===== src/rtl/i2c_arbiter.sv =====
// i2c_arbiter: round-robin sharing of one I2C_master command port among
// N_REQ requesters. The winner's command is latched, a single start strobe
// is issued, and the master's completion (read byte, NACK) is handed back
// to the granted requester as a one-cycle done pulse.
// Optional watchdog: define I2C_ARB_TIMEOUT_EN to abort a transaction that
// sees no m_done within TIMEOUT_CYC clocks of waiting.
module i2c_arbiter #(
   parameter int N_REQ       = 4,
   parameter int ADDR_W      = 7,
   parameter int DATA_W      = 8,
   parameter int TIMEOUT_CYC = 4096
) (
   input  logic                     clk,
   input  logic                     reset,
   input  logic [N_REQ-1:0]         req,
   input  logic [N_REQ*ADDR_W-1:0]  req_addr,
   input  logic [N_REQ-1:0]         req_rw,
   input  logic [N_REQ*DATA_W-1:0]  req_wdata,
   output logic [N_REQ-1:0]         gnt,
   output logic [N_REQ-1:0]         done,
   output logic [DATA_W-1:0]        rdata,
   output logic                     ack_err,
   output logic                     timeout,
   output logic                     m_start,
   output logic [ADDR_W-1:0]        m_addr,
   output logic                     m_rw,
   output logic [DATA_W-1:0]        m_wdata,
   input  logic                     m_busy,
   input  logic                     m_done,
   input  logic [DATA_W-1:0]        m_rdata,
   input  logic                     m_nack
);

   localparam int IDX_W = $clog2(N_REQ);

   typedef enum logic [2:0] {IDLE, ISSUE, WAIT_BUSY, WAIT_DONE, RELEASE} state_t;

   state_t           state;
   state_t           state_nxt;
   logic [IDX_W-1:0] ptr;
   logic [IDX_W-1:0] gnt_idx;
   logic [IDX_W-1:0] win_idx;
   logic [IDX_W-1:0] cand;
   logic             win_found;
   logic             waiting;
   logic             expire;
   logic             complete;

   assign waiting  = (state == WAIT_BUSY) || (state == WAIT_DONE);
   assign complete = waiting && (m_done || expire);

   // Round-robin search: first set req bit starting at ptr, wrapping mod N_REQ
   always_comb begin
      win_found = 1'b0;
      win_idx   = '0;
      cand      = '0;
      for (int k = 0; k < N_REQ; k++) begin
         cand = IDX_W'((int'(ptr) + k) % N_REQ);
         if (!win_found && req[cand]) begin
            win_found = 1'b1;
            win_idx   = cand;
         end
      end
   end

   // State register
   always_ff @(posedge clk or posedge reset) begin
      if (reset) state <= IDLE;
      else       state <= state_nxt;
   end

   // Next-state logic; a fast master may finish before busy is ever seen
   always_comb begin
      state_nxt = state;
      unique case (state)
         IDLE:      if (win_found) state_nxt = ISSUE;
         ISSUE:     state_nxt = WAIT_BUSY;
         WAIT_BUSY: begin
            if (m_done || expire) state_nxt = RELEASE;
            else if (m_busy)      state_nxt = WAIT_DONE;
         end
         WAIT_DONE: if (m_done || expire) state_nxt = RELEASE;
         RELEASE:   state_nxt = IDLE;
         default:   state_nxt = IDLE;
      endcase
   end

   // Grant, command latch, completion capture and pointer advance
   always_ff @(posedge clk or posedge reset) begin
      if (reset) begin
         gnt     <= '0;
         gnt_idx <= '0;
         ptr     <= '0;
         m_start <= 1'b0;
         m_addr  <= '0;
         m_rw    <= 1'b0;
         m_wdata <= '0;
         done    <= '0;
         rdata   <= '0;
         ack_err <= 1'b0;
      end else begin
         m_start <= 1'b0;
         done    <= '0;
         if (state == IDLE && win_found) begin
            gnt     <= N_REQ'(1) << win_idx;
            gnt_idx <= win_idx;
            m_start <= 1'b1;
            m_addr  <= req_addr[int'(win_idx)*ADDR_W +: ADDR_W];
            m_rw    <= req_rw[win_idx];
            m_wdata <= req_wdata[int'(win_idx)*DATA_W +: DATA_W];
         end
         if (complete) begin
            done <= gnt;
            if (m_done) begin
               rdata   <= m_rdata;
               ack_err <= m_nack;
            end else begin
               ack_err <= 1'b1;
            end
         end
         if (state == RELEASE) begin
            gnt <= '0;
            ptr <= (gnt_idx == IDX_W'(N_REQ - 1)) ? '0 : gnt_idx + 1'b1;
         end
      end
   end

`ifdef I2C_ARB_TIMEOUT_EN
   localparam int CNT_W = $clog2(TIMEOUT_CYC + 1);

   logic [CNT_W-1:0] wd_cnt;

   // Watchdog counts waiting cycles; restarted each time a command issues
   always_ff @(posedge clk or posedge reset) begin
      if (reset)                wd_cnt <= '0;
      else if (state == ISSUE)  wd_cnt <= '0;
      else if (waiting)         wd_cnt <= wd_cnt + 1'b1;
   end

   // A same-edge m_done beats expiry, so expiry requires m_done low
   assign expire = waiting && !m_done && (wd_cnt == CNT_W'(TIMEOUT_CYC - 1));

   // Timeout pulse lands in the same cycle as the done pulse it forces
   always_ff @(posedge clk or posedge reset) begin
      if (reset) timeout <= 1'b0;
      else       timeout <= expire;
   end
`else
   logic unused_timeout_cfg;

   assign expire             = 1'b0;
   assign timeout            = 1'b0;
   assign unused_timeout_cfg = (TIMEOUT_CYC != 0);
`endif

endmodule


===== config.mk =====
export PLATFORM = sky130hd
export DESIGN_NAME = i2c_arbiter
export DESIGN_NICKNAME = d
export VERILOG_FILES = /design/src/rtl/i2c_arbiter.sv
export SDC_FILE = /design/constraint.sdc
export NUM_CORES = 1
export LEC_CHECK = 0
export BUFFER_PORTS_ARGS = -buffer_cell sky130_fd_sc_hd__buf_2
export CORE_ASPECT_RATIO = 1.75
export CORE_MARGIN = 10
export CORE_UTILIZATION = 30
export CTS_BUF_LIST = sky130_fd_sc_hd__clkbuf_16
export CTS_CLUSTER_DIAMETER = 120
export CTS_CLUSTER_SIZE = 30
export DETAILED_ROUTE_END_ITERATION = 10
export SKIP_CTS_REPAIR_TIMING = 1
export SLEW_MARGIN = 20
export SYNTH_ARGS = -nofsm -noshare
export SYNTH_HDL_FRONTEND = slang
export SYNTH_SLANG_ARGS = --single-unit

===== constraint.sdc =====
create_clock -name clk -period 2.2 [get_ports clk]
set_input_delay 0.11 -clock clk [delete_from_list [all_inputs] [get_ports clk]]
set_output_delay 0.11 -clock clk [all_outputs]
set_load 0.02 [all_outputs]

==> results of run 1 <==
## logic make-up (layout without fill, tap and decap cells)
kind of cell	after synthesis	after routing	synth area share (%)
AO/OA/AOI/OAI	100	100	26.48
AND/OR/NAND/NOR	55	55	15.08
adder cells (fa/ha/maj)	1	1	0.5482
multiplexers	10	10	4.934
other	1	2	0.1643
buffers and inverters	38	153	7.840
flip-flops	41	41	44.96
## cell usage in the layout, fill, tap and decap left out, types with 3 or more instances in the layout
master,instances
buf_4,11
mux2_2,10
a21oi_1,36
and2_1,4
buf_2,114
dfrtp_1,41
o21ai_0,32
nor2_1,8
o21ai_1,3
nand3_2,10
nand2_1,12
clkbuf_16,5
nand2b_1,4
inv_1,18
o22a_1,14
nand3_1,7
## state kept, by name, summed over array words and instances (netlist names)
| name | cells |
|---|---|
| m_wdata | 8 |
| rdata | 8 |
| m_addr | 7 |
| done | 4 |
| gnt | 4 |
| state | 3 |
| gnt_idx | 2 |
| ptr | 2 |
| ack_err | 1 |
| m_rw | 1 |
| m_start | 1 |
## power by group through the flow
stage | Clock (W) | Sequential [W] | Combinational (W)
after detailed placement | 0 | 0.00134 | 0.00217
after global placement | 0 | 0.00132 | 0.00214
after global routing | 0.00102 | 0.00138 | 0.00235
final | 0.000964 | 0.00133 | 0.00214
after CTS | 0.000986 | 0.00133 | 0.00218
after floorplan | 0 | 0.00166 | 0.00113
## layout make-up
cell class / instances / area [sq um] / share of cell area (%)
clock inverter: 3 / 68.82 / 2.185
antenna: 1 / 2.502 / 0.07946
inverter: 19 / 71.32 / 2.265
multi-input combinational: 167 / 1082 / 34.37
sequential: 41 / 1026 / 32.58
clock buffer: 5 / 125.1 / 3.973
tap: 88 / 110.1 / 3.496
timing repair buffer: 126 / 663.1 / 21.06
## routing by layer
layer	wire length (microns)	vias up	part of all wire [%]	track usage [%]
met5	0	-	0	0
met4	176	0	2.3	5.515
met1	2729	1054	36	12.88
li1	-	1103	-	-
met3	505	13	6.6	3.735
met2	4228	72	55	24.19
## through the flow
stage / hold WS (ns) / utilization (%) / cells / instance area (sq um)
2_1_floorplan: 0.2617 / - / 246 / 2282
3_3_place_gp: 0.002638 / 39.16 / 440 / 2943
3_5_place_dp: 0.003126 / 39.16 / 440 / 2943
4_1_cts: -0.2987 / 41.74 / 448 / 3137
5_1_grt: 0.05202 / 41.87 / 449 / 3147
6_report: 0.05330 / 41.91 / 450 / 3149
## worst max-delay path by stage
stage / endpoint / startpoint / cells past startpoint / slack, ns
finish: m_wdata[1] / ptr[0] / 5 / 0.37
detailed placement: m_rw / ptr[1] / 5 / 0.37
floorplan: m_wdata[0] / ptr[0] / 7 / 0.50
global route: m_rw / ptr[1] / 5 / 0.22
global placement: m_wdata[1] / ptr[1] / 4 / 0.43
CTS: m_rw / ptr[1] / 5 / 0.35
## worst max-delay path: stages (launching register included)
cell and delay, ns:
dfrtp_1 0.51, nor2b_4 0.09, or4_4 0.67, and3_1 0.23, o21ai_1 0.14, a21oi_1 0.08
==> flow_summary.json, run 1 <==
{
  "antenna_left": 0,
  "grt_max_degree": 24,
  "worst_pin_slew_ns": 0.5770,
  "required_ns": 2.37,
  "num_rows": 42,
  "worst_r2r_path_depth": 5,
  "synth.most_common_cell": "dfrtp_1",
  "viasPerCell": 4.982,
  "leakage_nw": 1.596,
  "finalWorstSetupSlack_ns": 0.3699,
  "syn_to_final_growth_pct": 37.99,
  "die-height_microns": 135.4,
  "firstDrtPassIters": 4,
  "syn_area_sq_mm": 0.002282,
  "chipWidth_microns": 85.93,
  "routed_wirelength_mm": 7.640,
  "synthTopCellsByCount": "41 x dfrtp_1, 36 x a21oi_1, 32 x o21ai_0",
  "startpoint_type": "register",
  "yosys_most_used_dff": "dfrtp_1",
  "dieArea_sq_mm": 0.01163,
  "relSlewSlack_pct": 61.54,
  "pwr-share-comb_pct": 48.2,
  "vias": 2242,
  "intPower_w": 0.002625,
  "track_usage_pct": 13.03,
  "yosysSeqAreaShare_pct": 44.96,
  "p_clk_share_pct": 21.8,
  "hold_depth": 2,
  "yosysTopAreaCellShare_pct": 44.96,
  "initial_core_util_pct": 30.37,
  "synth_edf_count": 0,
  "status": "complete, no violations",
  "fin_nets": 442,
  "ys.warnings.count": 0,
  "finClkSkew_ns": 0.004179,
  "hold-path-endpoint": "rdata[5]",
  "worst-path-max-fanout": 18,
  "cts.clk_slew.worst_paths_ns": 0.06,
  "dr.first_iter.drc_count": 67,
  "clock_latency_ns": 0.28,
  "switching_power_w": 0.001802,
  "cts-root-buf": "clkbuf_16",
  "post_synth_main_area_contributors": "dfrtp_1 45%, a21oi_1 7.9%, o21ai_0 7.0%, o22a_1 5.4%, mux2_2 4.9%",
  "sequentialPowerShare_pct": 30.0,
  "worst_hold_startpoint": "m_rdata[5]",
  "rrSetupSlack_ns": 0.37,
  "cts_tree": "done",
  "async_reset_ff_share_pct": 100.0,
  "clk_path_buf_depth": 2,
  "cts_buffers": 5,
  "grt_pass1_wl_mm": 12.30,
  "syn_avg_cell_area_sq_um": 9.277,
  "routedWlPerCell_microns": 16.98,
  "hold_viol": 0,
  "synth_top_area_cell": "dfrtp_1",
  "drv_cap": 0,
  "reg2reg_to": "m_wdata[1]",
  "grt_antenna_before_repair": 0,
  "cts.htree.levels": 2,
  "critical_path_class": "register to register",
  "finalMaxSlewViolations": 0,
  "grt_pass1_vias": 2461,
  "cp.arrival_ns": 2.00,
  "post-place-ws_ns": 0.3677,
  "fmax_mhz": 546.4,
  "fill_cells": 773,
  "ir_drop_v": 0.0006268,
  "finalSetupTns_ns": 0,
  "post-route-drc-count": 0,
  "grt_overflow": 0,
  "rsz0062_at_grt": "no",
  "gp_congestion": 0.8122,
  "finalSetupViolations": 0,
  "min_path_type": "primary input to register",
  "powerDensity_mw_per_mm2": 1406,
  "syn_inst": 246,
  "coreArea_sq_mm": 0.007515,
  "swShare_pct": 40.70,
  "rr_startpoint": "ptr[0]",
  "critPathCaptureType": "register",
  "finalCritPeriodShare_pct": 83.19,
  "ys_types": 39,
  "synth_nets": 328,
  "ys_seq_elements": 41,
  "hpwl_mm": 6.093,
  "pin_count": 116,
  "drive_gt1_share_pct": 44.32,
  "fin_crit_ns": 1.830,
  "clock-sinks": 41,
  "io_buffers": 114,
  "power.total_w": 0.004426
}
Note: power is estimated with default switching activity, not from simulation.
==> run 2, diff against run 1 <==
Clock period 2.2 ns to 1.51 ns, I/O delays scaled along.
==> run 2 against run 1 <==
- the flow now finishes with violations (setup timing)
- total power increased by 65%
- cell area increased by 19%
- clock power increased by 5%
- combinational power increased by 110%
- hold slack lost 0.025 ns
- first-iteration DRC count rose by 69%
- count of clock-buffer cells in the layout is the same
- via count up 9.2%
- core utilization up 7.9 points
- wire length grew 13%
- non-clock buffer count increased by 32
- sequential share of layout area down 5.1 points
- critical endpoint is now m_rw
- largest cell class unchanged
- highest routed layer unchanged
==> flow_summary.json, run 2 (synthesized netlist as in run 1, its figures left out) <==
{
  "track_usage_pct": 13.59,
  "placed_cells": 462,
  "rrSetupSlack_ns": -0.18,
  "violations": "setup timing",
  "vias": 2448,
  "reg_top3": "m_wdata (8), rdata (8), m_addr (7)",
  "clock-sinks": 41,
  "cts-root-buf": "clkbuf_16",
  "finClkSkew_ns": 0.006612,
  "dieArea_sq_mm": 0.01163,
  "fin_hold_ws_ns": 0.02812,
  "cts.htree.levels": 2,
  "gp_congestion": 0.8312,
  "chipWidth_microns": 85.93,
  "critPathMaxStageDelay_ns": 0.65,
  "fmax_mhz": 593.2,
  "status": "finished, violations left",
  "worst_r2r_path_depth": 5,
  "firstDrtPassIters": 4,
  "syn_to_final_growth_pct": 63.98,
  "ir_drop_v": 0.0009701,
  "cts_tree": "done",
  "critical_path_class": "register to register",
  "drive_gt1_share_pct": 58.12,
  "clock_latency_ns": 0.28,
  "reg2reg_to": "m_rw",
  "leakage_nw": 1.835,
  "dpl_cell_area_sq_mm": 0.003222,
  "startpoint": "ptr[1]",
  "clk_path_buf_depth": 2,
  "grt_overflow": 0,
  "worst-path-max-fanout": 6,
  "hpwl_mm": 6.468,
  "rr_startpoint": "ptr[1]",
  "crit_family": "simple AND/OR/NAND/NOR gates",
  "coreArea_sq_mm": 0.007515,
  "num_rows": 42,
  "critPathCaptureType": "register",
  "grt_max_degree": 19,
  "finalCritPeriodShare_pct": 111.6,
  "hold_viol": 0,
  "die-height_microns": 135.4,
  "slowest_stage": "or4_4",
  "fin_cells": 484,
  "dr.first_iter.drc_count": 113,
  "min_path_type": "primary input to register",
  "path_cells": "or4_4 > clkbuf_16 > nand3_2 > a21oi_2 > o22a_1",
  "pin_count": 116,
  "crit_cells": 5,
  "path_buf_inv": 1,
  "crit_end": "m_rw",
  "power.total_w": 0.007314,
  "powerDensity_mw_per_mm2": 1954,
  "grt_antenna_before_repair": 2,
  "drv_cap": 0,
  "viasPerCell": 5.058,
  "design_area_sq_mm": 0.003742,
  "grt_pass1_wl_mm": 12.79,
  "finalSetupViolations": 16,
  "routed_wirelength_mm": 8.611,
  "post-route-drc-count": 0,
  "cts_buffers": 5,
  "mostFrequentLayoutCells": "114 x buf_2, 40 x dfrtp_1, 27 x buf_4",
  "antenna_left": 0,
  "fin_crit_ns": 1.686,
  "startpoint_type": "register",
  "routedWlPerCell_microns": 17.79,
  "finalWorstSetupSlack_ns": -0.1759,
  "fin_nets": 475,
  "finalMaxSlewViolations": 0,
  "final_common_cell": "buf_2",
  "initial_core_util_pct": 30.37,
  "required_ns": 1.68,
  "rsz0062_at_grt": "yes",
  "grt_pass1_vias": 2635,
  "cts.clk_slew.worst_paths_ns": 0.06,
  "io_buffers": 114,
  "final_util_pct": 49.80,
  "cp.arrival_ns": 1.85
}
run 2: cell types whose count changed in the layout (fill, tap and decap cells not counted), sizes merged:
cell    change
buf        +29
clkbuf      +3
bufinv      -2
clkinv      +2
diode       +1
or4         +1
run 2: worst register-to-register path: stages, from the launching register on:
cell	delay, ns
dfrtp_1	0.43
or4_4	0.65
clkbuf_16	0.21
nand3_2	0.06
a21oi_2	0.05
o22a_1	0.18
run 2: routing by layer:
layer,vias up,track usage (%),wire length [microns]
li1,1176,-,-
met1,1169,13.18,3087
met2,85,25.64,4744
met3,18,3.434,479
met4,0,6.158,299
met5,-,0,0
run 2: report_power, final:
part	leakage, nW	switching [W]	internal, W
Clock	0.0748	0.000407	0.000600
Sequential	0.492	0.000270	0.00161
Combinational	1.27	0.00234	0.00209
run 2: metrics by stage:
| stage | setup WS, ns | setup TNS, ns |
|---|---|---|
| 2_1_floorplan | -0.09755 | -1.032 |
| 3_3_place_gp | -0.2275 | -3.145 |
| 3_5_place_dp | -0.3240 | -4.468 |
| 4_1_cts | -0.3201 | -4.500 |
| 5_1_grt | -0.2131 | -3.070 |
| 6_report | -0.1759 | -2.145 |
run 2: area by class of cell:
type / count / area (sq um)
Timing Repair Buffer: 158 / 1087
Fill cell: 729 / 3772
Clock inverter: 3 / 13.76
Antenna cell: 2 / 5.005
Clock buffer: 5 / 125.1
Sequential cell: 41 / 1027
Tap cell: 88 / 110.1
Inverter: 19 / 71.32
Multi-Input combinational cell: 168 / 1303
run 2: worst min path at each step:
stage                     to  slack, ns       start  depth (start not counted)
CTS                  m_start      -0.27       reset                          2
global route        rdata[0]       0.03  m_rdata[0]                          2
finish              rdata[0]       0.03  m_rdata[0]                          2
floorplan           rdata[3]       0.23  m_rdata[3]                          1
global placement    rdata[0]       0.02       reset                          2
detailed placement   m_start       0.02       reset                          2
